[config.mk]
export PLATFORM = sky130hd
export DESIGN_NAME = conv_result_writer
export DESIGN_NICKNAME = d
export VERILOG_FILES = /design/src/rtl/conv_pkg.sv /design/src/rtl/result_fifo.sv /design/src/rtl/conv_result_writer.sv
export SDC_FILE = /design/constraint.sdc
export NUM_CORES = 1
export LEC_CHECK = 0
export CAP_MARGIN = 0
export CORE_MARGIN = 3
export CORE_UTILIZATION = 40
export CTS_CLUSTER_SIZE = 12
export DETAILED_ROUTE_END_ITERATION = 8
export MAX_ROUTING_LAYER = met4
export PLACE_DENSITY = 0.69
export SYNTH_ARGS = -nofsm -noshare
export SYNTH_HDL_FRONTEND = slang
export SYNTH_SLANG_ARGS = --single-unit
[constraint.sdc]
create_clock -name clk -period 4.35 [get_ports clk]
set_clock_uncertainty 0.05 [all_clocks]
set_input_delay 0.87 -clock clk [delete_from_list [all_inputs] [get_ports clk]]
set_output_delay 0.87 -clock clk [all_outputs]
set_load 0.1 [all_outputs]
[src/rtl/conv_pkg.sv]
// Shared types and helpers for the convolution result writer.
// Holds the pixel post-processing rule used by the S2 stage.
package conv_pkg;

    localparam int unsigned CALC_W = 24;
    localparam int unsigned PIX_W  = 8;
    localparam int unsigned SUM_W  = CALC_W + 1;

    typedef enum logic {
        IDLE,
        RUN
    } wr_state_t;

    // ReLU, arithmetic-free right shift, then saturate to an unsigned pixel.
    function automatic logic [PIX_W-1:0] relu_shift_sat(
        input logic signed [SUM_W-1:0] sum,
        input logic        [3:0]       shift
    );
        logic [SUM_W-1:0] w_r;
        logic [PIX_W-1:0] w_pix;
        w_r = $unsigned(sum) >> shift;
        if (sum[SUM_W-1]) begin
            w_pix = '0;
        end else if (|w_r[SUM_W-1:PIX_W]) begin
            w_pix = '1;
        end else begin
            w_pix = w_r[PIX_W-1:0];
        end
        return w_pix;
    endfunction

endpackage

[src/rtl/result_fifo.sv]
// Synchronous FIFO with power-of-two depth; a push into a full FIFO is
// accepted when a pop happens in the same cycle.
module result_fifo #(
    parameter int unsigned WIDTH = 8,
    parameter int unsigned DEPTH = 4
) (
    input  logic             clk,
    input  logic             rst_n,
    input  logic             i_push,
    input  logic [WIDTH-1:0] i_data,
    input  logic             i_pop,
    output logic [WIDTH-1:0] o_data,
    output logic             o_full,
    output logic             o_empty
);

    localparam int unsigned AW = $clog2(DEPTH);

    logic [AW:0]      r_wr_ptr;
    logic [AW:0]      r_rd_ptr;
    logic [WIDTH-1:0] r_mem [DEPTH];
    logic             w_do_push;
    logic             w_do_pop;

    // Extra pointer MSB distinguishes full from empty.
    assign o_empty   = (r_wr_ptr == r_rd_ptr);
    assign o_full    = (r_wr_ptr[AW] != r_rd_ptr[AW]) &&
                       (r_wr_ptr[AW-1:0] == r_rd_ptr[AW-1:0]);
    assign w_do_pop  = i_pop & ~o_empty;
    assign w_do_push = i_push & (~o_full | w_do_pop);
    assign o_data    = r_mem[r_rd_ptr[AW-1:0]];

    always_ff @(posedge clk or negedge rst_n) begin
        if (!rst_n) begin
            r_wr_ptr <= '0;
            r_rd_ptr <= '0;
        end else begin
            if (w_do_push) r_wr_ptr <= r_wr_ptr + (AW+1)'(1);
            if (w_do_pop)  r_rd_ptr <= r_rd_ptr + (AW+1)'(1);
        end
    end

    always_ff @(posedge clk) begin
        if (w_do_push) r_mem[r_wr_ptr[AW-1:0]] <= i_data;
    end

endmodule

[src/rtl/conv_result_writer.sv]
// Captures convolution results, applies bias/ReLU/shift/saturate in two stages,
// buffers them and streams them into the output feature-map RAM.
module conv_result_writer
    import conv_pkg::*;
#(
    parameter int unsigned OUT_ADDR_W = 10,
    parameter int unsigned FIFO_DEPTH = 4,
    parameter int unsigned N_RESULTS  = 900
) (
    input  logic                  clk,
    input  logic                  rst_n,
    input  logic                  frame_start,
    input  logic [OUT_ADDR_W-1:0] s_out_addr,
    input  logic [CALC_W-1:0]     bias,
    input  logic [3:0]            shift,
    input  logic                  done,
    input  logic [CALC_W-1:0]     calc_data,
    input  logic                  ram_grant,
    output logic [OUT_ADDR_W-1:0] o_addr,
    output logic [PIX_W-1:0]      o_data,
    output logic                  o_we,
    output logic                  busy,
    output logic                  frame_done,
    output logic                  overflow
);

    localparam int unsigned CNT_W = $clog2(N_RESULTS + 1);
    localparam logic [CNT_W-1:0] N_LAST = CNT_W'(N_RESULTS);

    wr_state_t              r_state;
    logic [OUT_ADDR_W-1:0]  r_addr_cur;
    logic [CALC_W-1:0]      r_bias;
    logic [3:0]             r_shift;
    logic [CNT_W-1:0]       r_acc_cnt;
    logic [CNT_W-1:0]       r_wr_cnt;
    logic                   r_s1_valid;
    logic signed [SUM_W-1:0] r_s1_sum;
    logic                   r_s2_valid;
    logic [PIX_W-1:0]       r_s2_pix;
    logic [OUT_ADDR_W-1:0]  r_addr;
    logic [PIX_W-1:0]       r_data;
    logic                   r_we;
    logic                   r_frame_done;
    logic                   r_overflow;

    logic                   w_run;
    logic                   w_accept;
    logic                   w_reject;
    logic                   w_pop;
    logic                   w_push_drop;
    logic                   w_frame_end;
    logic                   w_full;
    logic                   w_empty;
    logic [PIX_W-1:0]       w_head;

    assign w_run       = (r_state == RUN);
    assign w_accept    = done & w_run & (r_acc_cnt < N_LAST);
    assign w_reject    = done & ~w_accept;
    assign w_pop       = ~w_empty & ram_grant & w_run;
    assign w_push_drop = r_s2_valid & w_full & ~w_pop;
    assign w_frame_end = w_run & (r_wr_cnt == N_LAST);

    result_fifo #(
        .WIDTH (PIX_W),
        .DEPTH (FIFO_DEPTH)
    ) u_fifo (
        .clk     (clk),
        .rst_n   (rst_n),
        .i_push  (r_s2_valid),
        .i_data  (r_s2_pix),
        .i_pop   (w_pop),
        .o_data  (w_head),
        .o_full  (w_full),
        .o_empty (w_empty)
    );

    // S1 adds the bias at 25 bits; S2 post-processes into a pixel.
    always_ff @(posedge clk or negedge rst_n) begin
        if (!rst_n) begin
            r_s1_valid <= 1'b0;
            r_s1_sum   <= '0;
            r_s2_valid <= 1'b0;
            r_s2_pix   <= '0;
        end else begin
            r_s1_valid <= w_accept;
            if (w_accept) begin
                r_s1_sum <= {calc_data[CALC_W-1], calc_data} + {r_bias[CALC_W-1], r_bias};
            end
            r_s2_valid <= r_s1_valid;
            if (r_s1_valid) begin
                r_s2_pix <= relu_shift_sat(r_s1_sum, r_shift);
            end
        end
    end

    always_ff @(posedge clk or negedge rst_n) begin
        if (!rst_n) begin
            r_state      <= IDLE;
            r_addr_cur   <= '0;
            r_bias       <= '0;
            r_shift      <= '0;
            r_acc_cnt    <= '0;
            r_wr_cnt     <= '0;
            r_addr       <= '0;
            r_data       <= '0;
            r_we         <= 1'b0;
            r_frame_done <= 1'b0;
            r_overflow   <= 1'b0;
        end else begin
            r_we         <= 1'b0;
            r_frame_done <= 1'b0;
            case (r_state)
                IDLE: begin
                    if (frame_start) begin
                        r_addr_cur <= s_out_addr;
                        r_bias     <= bias;
                        r_shift    <= shift;
                        r_acc_cnt  <= '0;
                        r_wr_cnt   <= '0;
                        r_overflow <= 1'b0;
                        r_state    <= RUN;
                    end
                end
                RUN: begin
                    if (w_frame_end) begin
                        r_frame_done <= 1'b1;
                        r_state      <= IDLE;
                    end
                end
                default: r_state <= IDLE;
            endcase
            if (w_accept) r_acc_cnt <= r_acc_cnt + CNT_W'(1);
            if (w_pop) begin
                r_we       <= 1'b1;
                r_data     <= w_head;
                r_addr     <= r_addr_cur;
                r_addr_cur <= r_addr_cur + OUT_ADDR_W'(1);
                r_wr_cnt   <= r_wr_cnt + CNT_W'(1);
            end
            // A late error in the frame_start cycle still leaves the flag set.
            if (w_reject || w_push_drop) r_overflow <= 1'b1;
        end
    end

    assign o_addr     = r_addr;
    assign o_data     = r_data;
    assign o_we       = r_we;
    assign busy       = w_run;
    assign frame_done = r_frame_done;
    assign overflow   = r_overflow;

endmodule

==> qor.json <==
{
  "worstPathCellList": "clkdlybuf4s50_1 -> ha_1 -> fa_1 -> a21oi_1 -> o21ai_1 -> a221oi_1 -> a21oi_1 -> nand2b_1 -> a41oi_1",
  "htree_num_levels": 4,
  "clk_pin_slew_worst_paths_ns": 0.07,
  "min_delay_path_depth": 2,
  "timing.reg2reg.worst_path_depth": 6,
  "gp_routability_congestion": 0.930,
  "ys_seq_area_share_pct": 47.5,
  "timing.max_cap.violations": 0,
  "drt_iter0_markers": 382,
  "crit_path_top_delay_cell": "sky130_fd_sc_hd__a221oi_1",
  "postCtsHoldBufs": 0,
  "number_of_post_cts_setup_repair_buffers": 0,
  "postRouteWirelength_um": 18800,
  "synth-edff-count": 32,
  "cpLargestDelayFamily": "compound AO/OA/AOI/OAI gates",
  "holdCritStartpoint": "o_data[1]",
  "cp_data_arrival_time_ns": 3.50,
  "vdd_drop_max_mv": 0.275,
  "timing.critical_path.depth": 9,
  "synth-warning-count": 0,
  "hpwl_um": 13300,
  "sequential_cell_area_um2": 3990,
  "mostFrequentLayoutCells": "sky130_fd_sc_hd__nand2_1 (212), sky130_fd_sc_hd__dfrtp_1 (121), sky130_fd_sc_hd__clkdlybuf4s50_1 (87)",
  "design.die.area_um2": 22700,
  "slew-limit-headroom_pct": 31.1,
  "die_height_um": 151,
  "global_route.overflow_total": 0,
  "synth.top_cells.by_area": "sky130_fd_sc_hd__dfrtp_1 (36%), sky130_fd_sc_hd__edfxtp_1 (11%), sky130_fd_sc_hd__nand2_1 (9.5%)",
  "number_of_diodes": 0,
  "clk_latency_ns": 0.42,
  "worst-slew-pin-transition_ns": 1.03,
  "multi_input_gate_area_in_the_final_layout_um2": 4140,
  "final_max_tran_viols": 0,
  "post_synth_num_cell_types": 68,
  "synth_fp_nets": 968,
  "crit_fanout": 4,
  "setup_repair_after_global_routing_missed_its_margin": "no",
  "netlist.top_cell.by_area": "sky130_fd_sc_hd__dfrtp_1",
  "most_frequent_standard_cell_in_the_layout_excluding_fill_and_tap_cells": "sky130_fd_sc_hd__nand2_1",
  "boundaryPins": 89,
  "cell_row_count": 52,
  "finalHoldViolations": 0,
  "final.setup.tns_ns": 0,
  "worst_path_largest_cell_delay_ns": 0.56,
  "leakage_nw": 4.29,
  "cp-end-kind": "flop",
  "postSynth.topFlopCell": "sky130_fd_sc_hd__dfrtp_1",
  "resized_cells_post_cts": 0,
  "min_period_over_period_pct": 73.9,
  "worst-endpoint-required_ns": 4.64,
  "postLayoutCellArea_um2": 9990,
  "critPathLaunch": "calc_data[0]",
  "drc": 0,
  "finalWorstPathRequiredPeriod_ns": 3.21,
  "met3_wirelength_um": 872,
  "crit_type": "in2reg",
  "antenna_found_initial": 0,
  "worst_hold_path_type": "reg2reg",
  "core_um2": 20400,
  "synthCells": 867,
  "share_of_final_layout_standard_cells_stronger_than_drive_strength_1_pct": 7.07,
  "cts_num_sinks": 153,
  "max_freq_mhz": 311,
  "worst_case_setup_slack_after_placement_ns": 0.748,
  "critical_path.reg2reg.startpoint": "r_shift[0]",
  "synthDominantCellAreaShare_pct": 36.1,
  "drt_first_pass_iters": 5,
  "finalHoldWorstSlack_ns": 0.421,
  "synthesized_area_per_cell_um2": 9.68,
  "finalSetupViolCount": 0,
  "worst_path_most_repeated_cell": "sky130_fd_sc_hd__a21oi_1",
  "postSynthRegisterBits": 153,
  "post_synth_instance_area_um2": 8390,
  "number_of_nets_at_the_end_of_the_flow": 1035,
  "tritoncts": "yes",
  "avgViaCountPerCell": 5.35,
  "worstSetupStartpointType": "primary input",
  "antenna_violating_nets_post_route": 0,
  "status": "finished clean",
  "vias": 6516,
  "wl_met2_um": 9010,
  "die_w_um": 151,
  "top_routing_layer_used": "met4",
  "nFillCells": 1959,
  "first_global_vias": 6260,
  "cts_root_buf": "sky130_fd_sc_hd__clkbuf_16",
  "clock_buffer_count_from_cts": 17,
  "final_critical_path_setup_slack_ns": 1.14,
  "area.growth.synth_to_final_pct": 19.1,
  "routedWlPerCell_um": 15.4,
  "grt_use_total_pct": 17.7,
  "grt_max_degree": 64,
  "buffer_ports.inserted": 88,
  "post_dp_cell_area_um2": 9450,
  "critPathBufInv": 1,
  "initial_utilization_pct": 41.1,
  "synth_async_sr_flop_share_pct": 79.1,
  "power.density_cell_area_nw_per_um2": 540,
  "route.layer.met1.wl_um": 8740,
  "grt_first_pass_wirelength_um": 31500,
  "clock_tree.buffer_depth": 2
}
[stage by stage]
stage                     power, W  util [%]  std cells
after floorplan            0.00355         -        867
after global placement     0.00400      46.3       1185
after global routing       0.00574      48.9       1217
after detailed placement   0.00405      46.3       1185
final                      0.00540      48.9       1217
after CTS                  0.00545      48.9       1217
[per-layer routing]
layer	vias up	track usage, %
met2	180	28.4
met3	17	3.74
met4	0	3.72
li1	3260	-
met1	3059	23.5
met5	-	-
[cells in the mapped netlist (4+ instances only)]
cell type	number
sky130_fd_sc_hd__a2111oi_0	5
sky130_fd_sc_hd__buf_2	11
sky130_fd_sc_hd__nand3_1	23
sky130_fd_sc_hd__a2bb2oi_1	8
sky130_fd_sc_hd__nor3_1	7
sky130_fd_sc_hd__inv_1	9
sky130_fd_sc_hd__ha_1	33
sky130_fd_sc_hd__a211o_1	4
sky130_fd_sc_hd__nor3b_1	8
sky130_fd_sc_hd__edfxtp_1	32
sky130_fd_sc_hd__buf_4	4
sky130_fd_sc_hd__and3_1	16
sky130_fd_sc_hd__mux4_2	14
sky130_fd_sc_hd__mux2_1	4
sky130_fd_sc_hd__nand4_1	6
sky130_fd_sc_hd__clkbuf_1	27
sky130_fd_sc_hd__xnor2_1	12
sky130_fd_sc_hd__o211ai_1	7
sky130_fd_sc_hd__o21bai_1	4
sky130_fd_sc_hd__a31oi_1	8
sky130_fd_sc_hd__dfrtp_1	121
sky130_fd_sc_hd__nor2b_1	8
sky130_fd_sc_hd__buf_1	4
sky130_fd_sc_hd__o21a_1	4
sky130_fd_sc_hd__o31ai_1	5
sky130_fd_sc_hd__nor2_1	37
sky130_fd_sc_hd__a211oi_1	11
sky130_fd_sc_hd__o21ai_0	18
sky130_fd_sc_hd__o21ai_1	44
sky130_fd_sc_hd__nor4_1	7
sky130_fd_sc_hd__mux2i_1	20
sky130_fd_sc_hd__nand2_1	212
sky130_fd_sc_hd__a221o_1	7
sky130_fd_sc_hd__a21oi_1	45
sky130_fd_sc_hd__nand2b_1	13
sky130_fd_sc_hd__xor2_1	14
sky130_fd_sc_hd__a21o_1	10
[path summary, 6_finish.rpt]
path / slack [ns] / end
setup / recovery: 1.14 / r_s1_sum[24]
hold / removal: 0.42 / o_data[1]
setup reg to reg: 1.36 / r_s2_pix[5]
hold reg to reg: 0.42 / o_data[1]
max in group asynchronous: 2.96 / r_acc_cnt[9]
min in group asynchronous: 0.47 / o_data[5]
[cells by family (layout without fill, tap and decap cells)]
| logic type | after synthesis | in the layout | share of synthesized area (%) |
|---|---|---|---|
| multiplexers | 41 | 41 | 7.08 |
| adder cells (fa/ha/maj) | 34 | 34 | 5.16 |
| AND/OR/NAND/NOR | 352 | 352 | 18.7 |
| XOR/XNOR | 26 | 26 | 2.71 |
| flip-flops | 153 | 153 | 47.5 |
| buffers and inverters | 60 | 140 | 3.25 |
| AO/OA/AOI/OAI | 201 | 201 | 15.5 |
[state kept, by name (all words and copies together), names as in the netlist, 8 cells and up]
name and count:
o_addr 10, o_data 8, r_acc_cnt 10, r_addr_cur 10, r_bias 24, r_s1_sum 25
r_s2_pix 8, r_wr_cnt 10, u_fifo.r_mem 32
[cell type report]
class,count,share of cell area (%)
Timing Repair Buffer,96,9.39
Sequential cell,153,39.9
Clock inverter,14,1.13
Tap cell,270,3.38
Clock buffer,18,4.30
Multi-Input combinational cell,654,41.4
Inverter,12,0.451
[power breakdown]
group          leakage [nW]  internal [W]  switching (W)
clock                 0.253      0.000743       0.000639
combinational          2.22      0.000728        0.00116
sequential             1.82       0.00180       0.000328
[worst min-delay path: stages, from the launching register on]
cell and delay, ns:
sky130_fd_sc_hd__dfrtp_1 0.34, sky130_fd_sc_hd__nand2_1 0.05, sky130_fd_sc_hd__nand2_1 0.05
No activity file was read; power rests on OpenSTA's default activity.
